### config.mk
export PLATFORM = sky130hd
export DESIGN_NAME = regfile_wb_sched
export DESIGN_NICKNAME = d
export VERILOG_FILES = /design/src/rtl/regfile_wb_sched.sv
export SDC_FILE = /design/constraint.sdc
export NUM_CORES = 1
export LEC_CHECK = 0
export CAP_MARGIN = 20
export CORE_ASPECT_RATIO = 1.1
export CORE_MARGIN = 2
export CORE_UTILIZATION = 42
export CTS_CLUSTER_SIZE = 12
export DETAILED_ROUTE_END_ITERATION = 10
export GPL_TIMING_DRIVEN = 0
export PLACE_DENSITY = 0.82
export SLEW_MARGIN = 20
export SYNTH_ARGS = -nofsm -noshare
export SYNTH_HDL_FRONTEND = slang
export SYNTH_SLANG_ARGS = --single-unit
### constraint.sdc
create_clock -name clk -period 3.5 [get_ports clk]
set_clock_uncertainty 0.2 [all_clocks]
set_input_delay 0.35 -clock clk [delete_from_list [all_inputs] [get_ports clk]]
set_output_delay 0.35 -clock clk [all_outputs]
set_load 0.005 [all_outputs]
### src/rtl/regfile_wb_sched.sv
// Write-back scheduler: round-robin shares the single regfile write port among
// NREQ sources and keeps a per-register busy scoreboard for decode hazard stalls.
module regfile_wb_sched #(
    parameter int NREQ = 3,
    parameter int XLEN = 64,
    parameter int AW   = 5
) (
    input  logic                 clk,
    input  logic                 rst,
    input  logic [NREQ-1:0]      req_valid,
    output logic [NREQ-1:0]      req_ready,
    input  logic [NREQ*AW-1:0]   req_rdaddr,
    input  logic [NREQ*XLEN-1:0] req_data,
    input  logic                 iss_valid,
    input  logic [AW-1:0]        iss_rdaddr,
    input  logic                 iss_rd_en,
    input  logic [AW-1:0]        rs1addr,
    input  logic [AW-1:0]        rs2addr,
    output logic                 iss_stall,
    output logic                 RFwe,
    output logic [AW-1:0]        rf_rdaddr,
    output logic [XLEN-1:0]      rf_rd,
    output logic [1:0]           grant_id,
    output logic                 wb_finish
);

    localparam int PW   = (NREQ > 1) ? $clog2(NREQ) : 1;
    localparam int NREG = 1 << AW;

    logic [PW-1:0]   rr_ptr_q, rr_ptr_d;
    logic [PW-1:0]   gnt_idx;
    logic            gnt_found;
    logic [AW-1:0]   sel_addr;
    logic [XLEN-1:0] sel_data;

    logic            rfwe_q;
    logic [AW-1:0]   addr_q;
    logic [XLEN-1:0] data_q;
    logic [1:0]      grant_q;
    logic            finish_q;

    logic [NREG-1:0] busy_q, busy_d;
    logic            iss_set;

    // Round-robin search starting at rr_ptr_q; first valid source wins.
    // NOTE: every variable assigned in always_comb gets a default first so no latch is inferred.
    always_comb begin
        gnt_found = 1'b0;
        gnt_idx   = '0;
        req_ready = '0;
        for (int k = 0; k < NREQ; k++) begin
            if (!gnt_found && req_valid[(int'(rr_ptr_q) + k) % NREQ]) begin
                gnt_found = 1'b1;
                gnt_idx   = PW'((int'(rr_ptr_q) + k) % NREQ);
            end
        end
        if (gnt_found) req_ready[gnt_idx] = 1'b1;
    end

    assign sel_addr = req_rdaddr[int'(gnt_idx)*AW +: AW];
    assign sel_data = req_data[int'(gnt_idx)*XLEN +: XLEN];
    assign rr_ptr_d = gnt_found ? PW'((int'(gnt_idx) + 1) % NREQ) : rr_ptr_q;

    assign iss_stall = iss_valid && (busy_q[rs1addr] || busy_q[rs2addr] ||
                                     (iss_rd_en && busy_q[iss_rdaddr]));
    assign iss_set   = iss_valid && iss_rd_en && !iss_stall && (iss_rdaddr != '0);

    // Set is applied after clear so a new producer keeps ownership on a collision.
    always_comb begin
        busy_d = busy_q;
        if (gnt_found) busy_d[sel_addr] = 1'b0;
        if (iss_set)   busy_d[iss_rdaddr] = 1'b1;
        busy_d[0] = 1'b0;
    end

    // NOTE: sequential state uses non-blocking assignments so all flops update from pre-edge values.
    // NOTE: the busy array is plain flops, not a RAM, so it is reset along with the rest of the state.
    always_ff @(posedge clk or negedge rst) begin
        if (!rst) begin
            rr_ptr_q <= '0;
            rfwe_q   <= 1'b0;
            addr_q   <= '0;
            data_q   <= '0;
            grant_q  <= '0;
            finish_q <= 1'b0;
            busy_q   <= '0;
        end else begin
            rr_ptr_q <= rr_ptr_d;
            finish_q <= rfwe_q;
            busy_q   <= busy_d;
            if (gnt_found) begin
                rfwe_q  <= (sel_addr != '0);
                addr_q  <= sel_addr;
                data_q  <= sel_data;
                grant_q <= 2'(gnt_idx);
            end else begin
                rfwe_q  <= 1'b0;
            end
        end
    end

    assign RFwe      = rfwe_q;
    assign rf_rdaddr = addr_q;
    assign rf_rd     = data_q;
    assign grant_id  = grant_q;
    assign wb_finish = finish_q;

endmodule

==> out/results.tsv <==
stage	metric	value	unit
power	register share of total power	24.7	%
power	Leakage	4.29	nW
clocking	count of clock tree sinks	106	
synthesis	Post-synth EDFFs	0	
worst_setup_path	r2r setup slk	70	ps
worst_setup_path	CP Max Fanout	10	
worst_setup_path	crit path buf inv count	11	
power	switching power total	4.37	mW
sta	worst-case headroom to the max-slew limit	45.4	%
synthesis	proportion of synthesized flip-flops having asynchronous set or reset	100	%
sta	minimum clock period after layout	3430	ps
global_route	global-route wire length before repair	42.4	mm
synthesis	Warnings, synthesis	0	
global_route	Congestion Overflow GR	0	
synthesis	nets in the synthesized netlist	899	
sta	pin slew with the least headroom to its limit	814	ps
synthesis	Syn Std Cell Area	0.00644	mm^2
drt	antenna viol nets, final	0	
synthesis	post-synthesis cell type with the largest combined area	sky130_fd_sc_hd__dfrtp_1	
global_route	vias in the first global route	7174	
synthesis	Yosys cell types	70	
clocking	clock root buffer	sky130_fd_sc_hd__clkbuf_16	
power	power density cells	945	mW/mm^2
drt	total routed wirelength	29.0	mm
sta	Setup Viol. Count Final	0	
sta	final clock period utilization by the worst path	97.9	%
run_status	result of the run	finished, final reports clean	
placement	number of buffers added on ports	299	
final_layout	area of all placed cells without fillers	0.0104	mm^2
worst_setup_path	Cell Chain, Critical Path	inv_2, ha_1, buf_6, mux2i_4, o21a_4, buf_6, nand2_2, o21ai_4, nor2_4, buf_4, buf_4, buf_4, buf_4, buf_4, buf_4, buf_4, buf_6, nand2_1, nand2_1	
final_layout	fillcell total	1191	
synthesis	register bit total from synthesis	106	
clocking	clock edge transition at the registers on the reported setup and hold paths	80	ps
clocking	count of H-tree levels built during CTS	3	
power	Internal Power	5.42	mW
worst_setup_path	type of element launching the critical path	flip-flop	
drt	count of vias placed by the detailed router	7418	
worst_setup_path	category of cells accounting for the largest share of critical-path delay	buffers and inverters	
floorplanning	IO Pins	306	
synthesis	biggest area contributors in the synthesized netlist	sky130_fd_sc_hd__dfrtp_1, sky130_fd_sc_hd__nand2_1, sky130_fd_sc_hd__a222oi_1	
worst_setup_path	Max stage delay on crit path	440	ps
floorplanning	Die H	134	um
drt	Vias/cell	6.20	
sta	Slew Viols, Final	0	
final_layout	Layout Area Growth over Synthesis	60.8	%
global_route	pin count of the biggest net entering global routing	57	
floorplanning	standard-cell row count	47	
synthesis	Seq/Total Area, Yosys	41.2	%
drt	post-route DRC violation count	0	
synthesis	primary flip-flop cell chosen by synthesis mapping	sky130_fd_sc_hd__dfrtp_1	
worst_setup_path	data required time at the worst endpoint	3550	ps
power	switching fraction of total power	44.6	%
sta	Final Hold Vio Count	0	
floorplanning	die footprint	0.0163	mm^2
clocking	largest buffer count on any clock path	2	
global_route	total routing usage reported by global routing	34.9	%
final_layout	share of post-route cells with drive strength above 1	11.0	%
placement	Placed Area	0.00971	mm^2
clocking	source-to-sink clock delay at the later pin of the worst-skew pair	350	ps
min_path	class of the tightest hold or removal check	reg -> reg	
floorplanning	starting density of the core	42.9	%
worst_setup_path	critical-path cell with the highest stage delay	sky130_fd_sc_hd__dfrtp_1	
worst_setup_path	arrival time reported for the critical path endpoint	3470	ps
worst_setup_path	type of the setup path with the least slack	reg -> reg	
power	clock share of power	10.5	%
final_layout	Post-layout nets	1228	
drt	detail-routed net length per standard cell	24.2	um
worst_setup_path	kind of end point of the critical path	flip-flop	
clocking	CTS tree	yes	
sta	maximum achievable frequency	0.292	GHz
sta	Total Negative Setup Slacks	0	ps
synthesis	Gate Count Post-Synth	664	
synthesis	Mean Syn Cell Area	9.70	um^2
drt	1st-iter DRT viols	906	
placement	half-perimeter wire length of the detailed placement result	22.8	mm
power	logic gate share of total power	64.8	%
global_route	initial antenna violation count	5	
clocking	number of buffers inserted during clock tree synthesis	9	
power	Max IR drop VDD	0.544	mV
floorplanning	Core Box Area	0.0150	mm^2
placement	last weighted congestion value of the routability-driven placer	1.00	
flow_run	Max Cap Violations	0	
worst_setup_path	cell repeated most along the worst path	sky130_fd_sc_hd__buf_4	
synthesis	proportion of netlist area held by the largest area contributor	41.2	%
drt	length of the first detailed-routing pass in iterations	7	
floorplanning	Horiz. Die Dim	122	um
## layer usage
| layer | part of all wire [%] | global-route usage [%] | vias up |
|---|---|---|---|
| li1 | - | - | 3241 |
| met1 | 38 | 44.5 | 3600 |
| met2 | 46 | 54.5 | 484 |
| met3 | 11 | 11.2 | 89 |
| met4 | 4.6 | 14.8 | 4 |
| met5 | 0.090 | 0 | - |
## power groups by stage
| stage | Combinational (mW) | Clock, mW | Sequential, mW |
|---|---|---|---|
| after floorplan | 3.20 | 0 | 2.26 |
| after global placement | 5.48 | 0 | 2.40 |
| after detailed placement | 5.58 | 0 | 2.42 |
| after CTS | 5.98 | 1.03 | 2.40 |
| after global routing | 6.80 | 1.07 | 2.48 |
| final | 6.34 | 1.03 | 2.42 |
## layout make-up
type	instances	area [um^2]	share of cell area (%)
Antenna cell	2	5.00	0.0483
Buffer	42	254	2.45
Clock buffer	12	256	2.48
Clock inverter	4	33.8	0.326
Inverter	9	38.8	0.375
Multi-Input combinational cell	503	3670	35.5
Sequential cell	106	2650	25.6
Tap cell	196	245	2.37
Timing Repair Buffer	322	3200	30.9
## through the flow
| step | util [%] | hold WS, ps | power, mW | setup slack [ps] | instances |
|---|---|---|---|---|---|
| after floorplan | - | -146 | 5.46 | 491 | 664 |
| after global placement | 64.5 | 182 | 7.88 | -2270 | 1159 |
| after detailed placement | 64.7 | 132 | 8.00 | -750 | 1160 |
| after CTS | 68.1 | 186 | 9.40 | -135 | 1191 |
| after global routing | 69.0 | 199 | 10.3 | -56.3 | 1195 |
| final | 69.1 | 189 | 9.79 | 74.6 | 1196 |
## state kept, by name (all words and copies together), names as in the netlist
register,cells
RFwe,1
grant_id,2
busy_q,31
rf_rdaddr,5
wb_finish,1
rf_rd,64
rr_ptr_q,2
## path summary, 6_finish.rpt
check	from	to	cells past startpoint
setup reg to reg	rr_ptr_q[1]$_DFFE_PN0N_	rf_rd[26]$_DFFE_PN0N_	19
min in group asynchronous	rst	busy_q[17]$_DFF_PN0_	2
max in group asynchronous	rst	rf_rd[60]$_DFFE_PN0N_	3
hold reg to reg	RFwe$_DFF_PN0_	wb_finish$_DFF_PN0_	0
hold / removal	RFwe$_DFF_PN0_	wb_finish$_DFF_PN0_	0
setup / recovery	rr_ptr_q[1]$_DFFE_PN0N_	rf_rd[26]$_DFFE_PN0N_	19
## synth_stat cells, types with 3 or more instances
cell type	count
sky130_fd_sc_hd__a21oi_1	7
sky130_fd_sc_hd__or3_1	3
sky130_fd_sc_hd__buf_1	3
sky130_fd_sc_hd__nor2b_1	9
sky130_fd_sc_hd__a211oi_1	12
sky130_fd_sc_hd__nor3_1	7
sky130_fd_sc_hd__a31oi_1	3
sky130_fd_sc_hd__ha_1	6
sky130_fd_sc_hd__a22oi_1	12
sky130_fd_sc_hd__clkbuf_1	30
sky130_fd_sc_hd__mux2_2	5
sky130_fd_sc_hd__mux2i_1	30
sky130_fd_sc_hd__buf_2	10
sky130_fd_sc_hd__o21ai_1	14
sky130_fd_sc_hd__mux4_2	15
sky130_fd_sc_hd__o31ai_1	16
sky130_fd_sc_hd__a21o_1	16
sky130_fd_sc_hd__a222oi_1	46
sky130_fd_sc_hd__a32oi_1	3
sky130_fd_sc_hd__o21ai_0	52
sky130_fd_sc_hd__nand4b_1	4
sky130_fd_sc_hd__nand3b_1	6
sky130_fd_sc_hd__inv_1	8
sky130_fd_sc_hd__nand2b_1	12
sky130_fd_sc_hd__dfrtp_1	106
sky130_fd_sc_hd__nand3_1	14
sky130_fd_sc_hd__o22ai_1	3
sky130_fd_sc_hd__nand4_1	4
sky130_fd_sc_hd__nor3b_1	3
sky130_fd_sc_hd__nor2_1	27
sky130_fd_sc_hd__o32ai_1	3
sky130_fd_sc_hd__nand2_1	124
## what timing repair did
action / in CTS / in global routing
endpoints found under the hold margin: 50 / 0
pin swaps: 6 / 7
buffers inserted: 15 / 6
gates resized for setup: 33 / 34
cloned: 0 / 0
setup endpoints to repair: 23 / 73
hold buffers: 1 / 0
## worst register-to-register path, stage by stage, from the launching register on
cell and delay, ps:
sky130_fd_sc_hd__dfrtp_1 440, sky130_fd_sc_hd__inv_2 80, sky130_fd_sc_hd__ha_1 160, sky130_fd_sc_hd__buf_6 140, sky130_fd_sc_hd__mux2i_4 300, sky130_fd_sc_hd__o21a_4 190
sky130_fd_sc_hd__buf_6 140, sky130_fd_sc_hd__nand2_2 90, sky130_fd_sc_hd__o21ai_4 230, sky130_fd_sc_hd__nor2_4 80, sky130_fd_sc_hd__buf_4 140, sky130_fd_sc_hd__buf_4 120
sky130_fd_sc_hd__buf_4 120, sky130_fd_sc_hd__buf_4 120, sky130_fd_sc_hd__buf_4 120, sky130_fd_sc_hd__buf_4 120, sky130_fd_sc_hd__buf_4 170, sky130_fd_sc_hd__buf_6 160
sky130_fd_sc_hd__nand2_1 140, sky130_fd_sc_hd__nand2_1 70
## placed cells by master, fill, tap and decap left out, types with 4 or more instances in the layout
cell type                         synthesis  routed
sky130_fd_sc_hd__clkdlybuf4s50_1          0     293
sky130_fd_sc_hd__nand2_1                124     121
sky130_fd_sc_hd__dfrtp_1                106     106
sky130_fd_sc_hd__o21ai_0                 52      51
sky130_fd_sc_hd__a222oi_1                46      46
sky130_fd_sc_hd__mux2i_1                 30      30
sky130_fd_sc_hd__nor2_1                  27      23
sky130_fd_sc_hd__clkbuf_1                30      23
sky130_fd_sc_hd__buf_4                    2      20
sky130_fd_sc_hd__a21o_1                  16      16
sky130_fd_sc_hd__mux4_2                  15      15
sky130_fd_sc_hd__nand3_1                 14      14
sky130_fd_sc_hd__o21ai_1                 14      13
sky130_fd_sc_hd__nand2b_1                12      12
sky130_fd_sc_hd__a211oi_1                12      12
sky130_fd_sc_hd__o31ai_1                 16      12
sky130_fd_sc_hd__a22oi_1                 12      12
sky130_fd_sc_hd__clkbuf_16                0       9
sky130_fd_sc_hd__nor2b_1                  9       8
sky130_fd_sc_hd__buf_6                    1       7
sky130_fd_sc_hd__inv_1                    8       7
sky130_fd_sc_hd__nand3b_1                 6       6
sky130_fd_sc_hd__a21oi_1                  7       6
sky130_fd_sc_hd__nor3_1                   7       6
sky130_fd_sc_hd__ha_1                     6       6
sky130_fd_sc_hd__buf_2                   10       5
sky130_fd_sc_hd__mux2_2                   5       5
sky130_fd_sc_hd__clkbuf_8                 0       5
sky130_fd_sc_hd__o31ai_2                  1       5
sky130_fd_sc_hd__nand4_1                  4       4
sky130_fd_sc_hd__nand4b_1                 4       4
## cells by family (layout without fill, tap and decap cells)
group	Yosys count	count (layout)	share of synthesized area [%]
compound gates	219	219	26.2
fa+ha+maj	6	6	1.17
buf+inv	55	389	3.71
flops	106	106	41.2
mux	51	51	11.0
other cells	0	2	0
simple gates	227	227	16.8
(Power assumes the default switching activity.)
